## config.mk

```make
export PLATFORM = sky130hd
export DESIGN_NAME = mem_responder
export DESIGN_NICKNAME = d
export VERILOG_FILES = /design/src/rtl/mem_responder.sv
export SDC_FILE = /design/constraint.sdc
export NUM_CORES = 2
export LEC_CHECK = 0
export CAP_MARGIN = 20
export CELL_PAD_IN_SITES_DETAIL_PLACEMENT = 0
export CELL_PAD_IN_SITES_GLOBAL_PLACEMENT = 2
export CORE_AREA = 4 4 524 526
export CTS_BUF_LIST = sky130_fd_sc_hd__clkbuf_4 sky130_fd_sc_hd__clkbuf_8 sky130_fd_sc_hd__clkbuf_16
export DETAILED_ROUTE_END_ITERATION = 8
export DIE_AREA = 0 0 528 530
export GPL_ROUTABILITY_DRIVEN = 0
export PLACE_DENSITY_LB_ADDON = 0.1
export SETUP_SLACK_MARGIN = 0.5
export SYNTH_ARGS = -nofsm -noshare
export SYNTH_HDL_FRONTEND = slang
export SYNTH_SLANG_ARGS = --single-unit
```

## constraint.sdc

```tcl
create_clock -name clock -period 8.9 [get_ports clock]
set_input_delay 0.89 -clock clock [delete_from_list [all_inputs] [get_ports clock]]
set_output_delay 0.89 -clock clock [all_outputs]
set_load 0.005 [all_outputs]
```

## src/rtl/mem_responder.sv

```systemverilog
// ---------------------------------------------------------------------------
// mem_responder
//   Single-port 8-bit memory slave. It accepts one read or write request
//   while idle, inserts WAIT_CYCLES wait states, and performs the access in
//   a one-cycle ACCESS state. Ready (and Err) pulse for the cycle after
//   ACCESS, and read data is valid on DataOut in that same cycle.
//
//   Optional feature: define MEM_RANGE_CHECK_EN to flag latched addresses
//   >= DEPTH. Such an access is suppressed and Err pulses with Ready. When
//   the macro is undefined, Err is tied low and addresses index modulo DEPTH.
//
// Parameters
//   WAIT_CYCLES  wait states per access (0..15)
//   DEPTH        implemented 8-bit words (1..256)
//
// Ports
//   clock     in   rising-edge clock
//   reset     in   asynchronous active-low reset
//   MemRead   in   read request level (sampled only in IDLE)
//   MemWrite  in   write request level (sampled only in IDLE, wins over read)
//   Addr      in   word address, captured at acceptance
//   DataIn    in   write data, captured at acceptance
//   DataOut   out  registered read data, held until the next read completes
//   Ready     out  one-cycle completion pulse
//   Busy      out  high whenever the FSM is not in IDLE
//   Err       out  one-cycle out-of-range pulse, coincident with Ready
// ---------------------------------------------------------------------------
module mem_responder #(
  parameter int unsigned WAIT_CYCLES = 1,
  parameter int unsigned DEPTH       = 256
) (
  input  logic       clock,
  input  logic       reset,
  input  logic       MemRead,
  input  logic       MemWrite,
  input  logic [7:0] Addr,
  input  logic [7:0] DataIn,
  output logic [7:0] DataOut,
  output logic       Ready,
  output logic       Busy,
  output logic       Err
);

  localparam int unsigned IDX_W   = (DEPTH > 1) ? $clog2(DEPTH) : 1;
  localparam logic [3:0]  WAIT_LD = (WAIT_CYCLES == 0) ? 4'd0 : 4'(WAIT_CYCLES - 1);
  localparam logic [8:0]  DEPTH_9 = 9'(DEPTH);

  typedef enum logic [1:0] {
    IDLE,
    WAIT,
    ACCESS
  } state_t;

  state_t           state;
  state_t           state_nxt;
  logic [3:0]       cnt;
  logic             accept;
  logic             in_range;
  logic [IDX_W-1:0] idx;

  logic [7:0]       addr_p0;
  logic [7:0]       din_p0;
  logic             wr_p0;

  logic [7:0]       dout_p1;
  logic             vld_p1;

  logic [7:0]       mem [DEPTH];

  // Word index: the address reduced modulo DEPTH. With range checking on,
  // out-of-range accesses are suppressed, so the reduced index is only a
  // safe in-bounds value for them.
  function automatic logic [IDX_W-1:0] mem_index(input logic [7:0] a);
    logic [8:0] m;
    m = {1'b0, a} % DEPTH_9;
    return m[IDX_W-1:0];
  endfunction

  assign accept = (state == IDLE) && (MemRead || MemWrite);
  assign idx    = mem_index(addr_p0);

`ifdef MEM_RANGE_CHECK_EN
  assign in_range = ({1'b0, addr_p0} < DEPTH_9);
`else
  assign in_range = 1'b1;
`endif

  // ---- stage p0: request capture at acceptance ----
  always_ff @(posedge clock) begin
    if (accept) begin
      addr_p0 <= Addr;
      din_p0  <= DataIn;
      wr_p0   <= MemWrite;
    end
  end

  // ---- stage p1: memory array write at the edge leaving ACCESS ----
  // Not reset: contents survive reset. A reset during a pending access
  // forces IDLE asynchronously, so the gated write never happens.
  always_ff @(posedge clock) begin
    if ((state == ACCESS) && wr_p0 && in_range) begin
      mem[idx] <= din_p0;
    end
  end

  // ---- stage p1: control state, wait counter, registered outputs ----
  always_ff @(posedge clock or negedge reset) begin
    if (!reset) begin
      state   <= IDLE;
      cnt     <= 4'd0;
      vld_p1  <= 1'b0;
      dout_p1 <= 8'h00;
    end else begin
      state  <= state_nxt;
      vld_p1 <= (state == ACCESS);
      if (accept) begin
        cnt <= WAIT_LD;
      end else if ((state == WAIT) && (cnt != 4'd0)) begin
        cnt <= cnt - 4'd1;
      end
      if ((state == ACCESS) && !wr_p0 && in_range) begin
        dout_p1 <= mem[idx];
      end
    end
  end

`ifdef MEM_RANGE_CHECK_EN
  logic err_p1;

  always_ff @(posedge clock or negedge reset) begin
    if (!reset) begin
      err_p1 <= 1'b0;
    end else begin
      err_p1 <= (state == ACCESS) && !in_range;
    end
  end

  assign Err = err_p1;
`else
  assign Err = 1'b0;
`endif

  always_comb begin
    state_nxt = state;
    case (state)
      IDLE: begin
        if (MemRead || MemWrite) begin
          state_nxt = (WAIT_CYCLES == 0) ? ACCESS : WAIT;
        end
      end
      WAIT: begin
        if (cnt == 4'd0) begin
          state_nxt = ACCESS;
        end
      end
      ACCESS:  state_nxt = IDLE;
      default: state_nxt = IDLE;
    endcase
  end

  assign DataOut = dout_p1;
  assign Ready   = vld_p1;
  assign Busy    = (state != IDLE);

endmodule

```

==> results by group <==
Logic synthesis
  • Post-Syn Instances: roughly 3700
  • Share of the synthesized area in the top cell type: 76.75%
  • Flops & latches, synth: 2080
  • YS warnings: 0
  • Top FF cell, synth: edfxtp_1
  • Top area cells in the synthesized netlist: edfxtp_1 77%, mux4_2 15%, mux2i_1 1.5%, nor2_1 1.3%, a22oi_1 0.65%
  • Avg Inst Size Synth: approximately 22 um2
  • Area leader, netlist: edfxtp_1
  • Mapped Area: around 81000 um2
  • Asr flop ratio synth: less than 1%
  • Yosys cell types: 59
  • Seq/Total Area, Yosys: about 77%
  • Syn Nets: 3730
  • Post-synth EDFFs: 2065

Die
  • Core area: around 270000 um2
  • Starting density of the core: between 20% and 30%
  • Die footprint: 279800 um2
  • Row count: roughly 190
  • IO Count: 31
  • Die X: approximately 530 um
  • Die Height: roughly 530 um

GRT
  • Total congestion overflow: 0
  • Gr usage total: 18.30%
  • Vias in the first global route: 40050
  • Largest net degree at the start of global routing: 185
  • Met2 usage: between 20% and 30%
  • First-pass GRT wire length: about 350000 um
  • M3 GR Usage: ~2.7%
  • Met1 global-route usage: a little over a quarter
  • Initial antenna violation count: 20
  • Top Usage Layer GRT: met2

Power and ir drop
  • Pleak: ~28 nW
  • Peak VDD IR: 188.9 uV
  • Switching power share of the total: slightly below 30%
  • Sequential cell fraction of total power: between 40% and 50%
  • Total chip power: between 20 and 30 mW
  • Net Sw Power: between 7 and 8 mW
  • Cell internal pwr: about 19 mW
  • Combinational power share: a little over a fifth
  • PwrDens: 289.4 nW/um2
  • Clk network pwr share: between 30% and 40%

CTS
  • Clk Tree Root Cell: clkbuf_16
  • CTS tree: yes
  • Clock sinks: 2080
  • H-Tree Depth: 4
  • Clock latency on the worst-skew pair: 0.88 ns
  • TritonCTS Buffers: between 200 and 250
  • Clock slew at reported path FFs: 0.07 ns
  • CTS resizes: 0
  • Hold_buf cts: 0
  • Max clock buf depth: 3
  • Setup repair bufs after CTS: 0

Layout
  • Non-filler instance count after layout: between 7000 and 8000
  • Register area: 62380 um2
  • Core Util, Final: 34.54%
  • Fin nets: between 3000 and 4000
  • Area of the multi-input gates: ~17000 um2
  • Layout cells sized above 1: 26.54%
  • # fillers: 25220
  • Area delta synth->final: 15.43%

Setup path
  • Worst Path Buf+Inv: 3
  • CP startpoint kind: register
  • CP most frequent cell: mux4_2
  • R2R setup slack: 4.24 ns
  • Crit. End Element: register
  • Worst Path Required: 9.64 ns
  • WS Path Type: register to register
  • Reg2Reg Capture Point: DataOut[6]
  • RR Startpoint: addr_p0[1]
  • CP Cell Sequence: buf_12 -> buf_4 -> mux4_2 -> mux4_2 -> o21ai_0 -> a311oi_1 -> buf_2 -> o32a_1
  • Crit-path slowest cell: buf_4
  • CP max FO: 92
  • CP peak stage delay: around 0.86 ns
  • Register-to-Register Path Depth: 8
  • CP top delay family: buffers and inverters
  • Critical Path AT: 5.41 ns

Timing
  • Worst Tran Pin Value: between 1 and 1.5 ns
  • # setup viols final: 0
  • Fin. Hold Viols: 0
  • Clk_skew: ~0.05 ns
  • RSZ-0062 raised after global routing: false
  • Post-route clock period utilization: between 50% and 60%
  • Min Tclk post-route: roughly 4.7 ns
  • Fmax: 214.5 MHz
  • Fin. max-slew vios: 0
  • Max-slew headroom: approximately 16%
  • Setup TNS: 0 ns

Detailed routing
  • Post-Route WL: 257900 um
  • Drt first pass iters: 7
  • Post-DR vias/cell: between 5 and 6
  • # DRC: 0
  • Routed wire per std cell: between 30 and 40 um
  • DR vias: just under 40000
  • Iteration-0 DRC Markers: between 3000 and 4000
  • Final ANT Viol Nets: 0

Worst hold path
  • Hold Crit Class: primary input to async pin

Run status
  • Status: completed

Flow run
  • Max_cap viols: 0

Placed design
  • Placed insts: slightly above 7000
  • Port Buffer Count: 29
  • Detailed Place HPWL: roughly 160000 um
[flip-flops by register name, summed over array words and instances (netlist names)]
| name | cells |
|---|---|
| Ready | 1 |
| state | 2 |
| addr_p0 | 8 |
| din_p0 | 8 |
| cnt | 4 |
| DataOut | 8 |
| wr_p0 | 1 |
| mem | 2048 |
[cell usage in the layout, fill, tap and decap left out, types with 11 or more instances in the layout]
| master | n |
|---|---|
| a211oi_1 | 14 |
| a21oi_1 | 22 |
| a22oi_1 | 70 |
| buf_12 | 16 |
| buf_4 | 119 |
| bufinv_16 | 23 |
| clkbuf_16 | 230 |
| clkbuf_4 | 54 |
| clkdlybuf4s50_1 | 29 |
| clkinv_1 | 53 |
| clkinv_2 | 42 |
| dfrtp_1 | 15 |
| edfxtp_1 | 2065 |
| mux2_2 | 11 |
| mux2i_1 | 119 |
| mux4_2 | 523 |
| nand2_1 | 61 |
| nand3_1 | 49 |
| nand3_2 | 12 |
| nand4_1 | 12 |
| nor2_1 | 271 |
| nor2b_1 | 21 |
| nor3_1 | 20 |
| o2111ai_1 | 12 |
| o21ai_0 | 20 |
| o22a_1 | 12 |
| o22ai_1 | 19 |
[cell usage after synthesis (8+ instances only)]
library cell,instances
nor2b_1,26
a21oi_1,22
clkbuf_1,75
a211oi_1,14
mux4_2,523
o2111ai_1,12
and3_1,10
mux2i_1,120
o211ai_1,8
nor2_1,275
a22oi_1,70
o22ai_1,19
o21ai_0,20
nand4_1,12
buf_2,72
buf_1,11
buf_4,44
o22a_1,12
nand3_1,61
nand2_1,61
a221oi_1,10
dfrtp_1,15
edfxtp_1,2065
mux2_2,11
buf_6,26
nand2b_1,10
nor3_1,22
[layer usage]
layer,vias up,routed length (um),part of all wire [%]
met5,-,0,0
li1,15980,-,-
met2,945,121100,47
met4,0,5563,2.2
met1,21640,120100,47
met3,281,11230,4.4
[how the worst max path moves through the flow]
stage                     slack, ns       start  cells past startpoint    endpoint
after floorplan                4.85   din_p0[0]                      0   mem[0][0]
after CTS                      4.21  addr_p0[1]                      8  DataOut[6]
after global routing           4.13  addr_p0[1]                      8  DataOut[6]
after detailed placement       4.26  addr_p0[1]                      9  DataOut[4]
after global placement         3.83  addr_p0[0]                      9  DataOut[7]
final                          4.24  addr_p0[1]                      8  DataOut[6]
[power groups by stage]
stage | clock network [mW] | registers [mW] | logic [mW]
2_1_floorplan | 0 | 12.4 | 2.87
3_3_place_gp | 0 | 11.9 | 5.93
3_5_place_dp | 0 | 11.9 | 5.94
4_1_cts | 9.81 | 11.7 | 5.95
5_1_grt | 10.2 | 11.7 | 6.10
6_report | 9.55 | 11.7 | 5.76
[per-stage QoR]
stage	cell area (um2)	setup WS [ns]	hold WS (ns)
global route	93260	4.127	0.3436
floorplan	80800	4.854	0.4336
global placement	85510	3.828	0.4639
detailed placement	85680	4.262	0.4664
CTS	93230	4.205	0.3145
finish	93260	4.238	0.3965
[cells by family after synthesis]
kind of cell,after synthesis,synth area share [%]
AO/OA/AOI/OAI,239,2.188
XOR/XNOR,3,0.03253
adder cells (fa/ha/maj),1,0.01548
buffers and inverters,235,1.649
flip-flops,2080,77.21
multiplexers,654,16.22
other,1,0.004641
AND/OR/NAND/NOR,496,2.681
[area by class of cell]
class	instances	area share (%)
Antenna cell	3	0.008050
Clock buffer	284	6.606
Clock inverter	138	1.495
Inverter	7	0.02952
Multi-Input combinational cell	1394	18.46
Sequential cell	2080	66.89
Tap cell	3570	4.790
Timing Repair Buffer	174	1.717
Note: power is estimated with default switching activity, not from simulation.
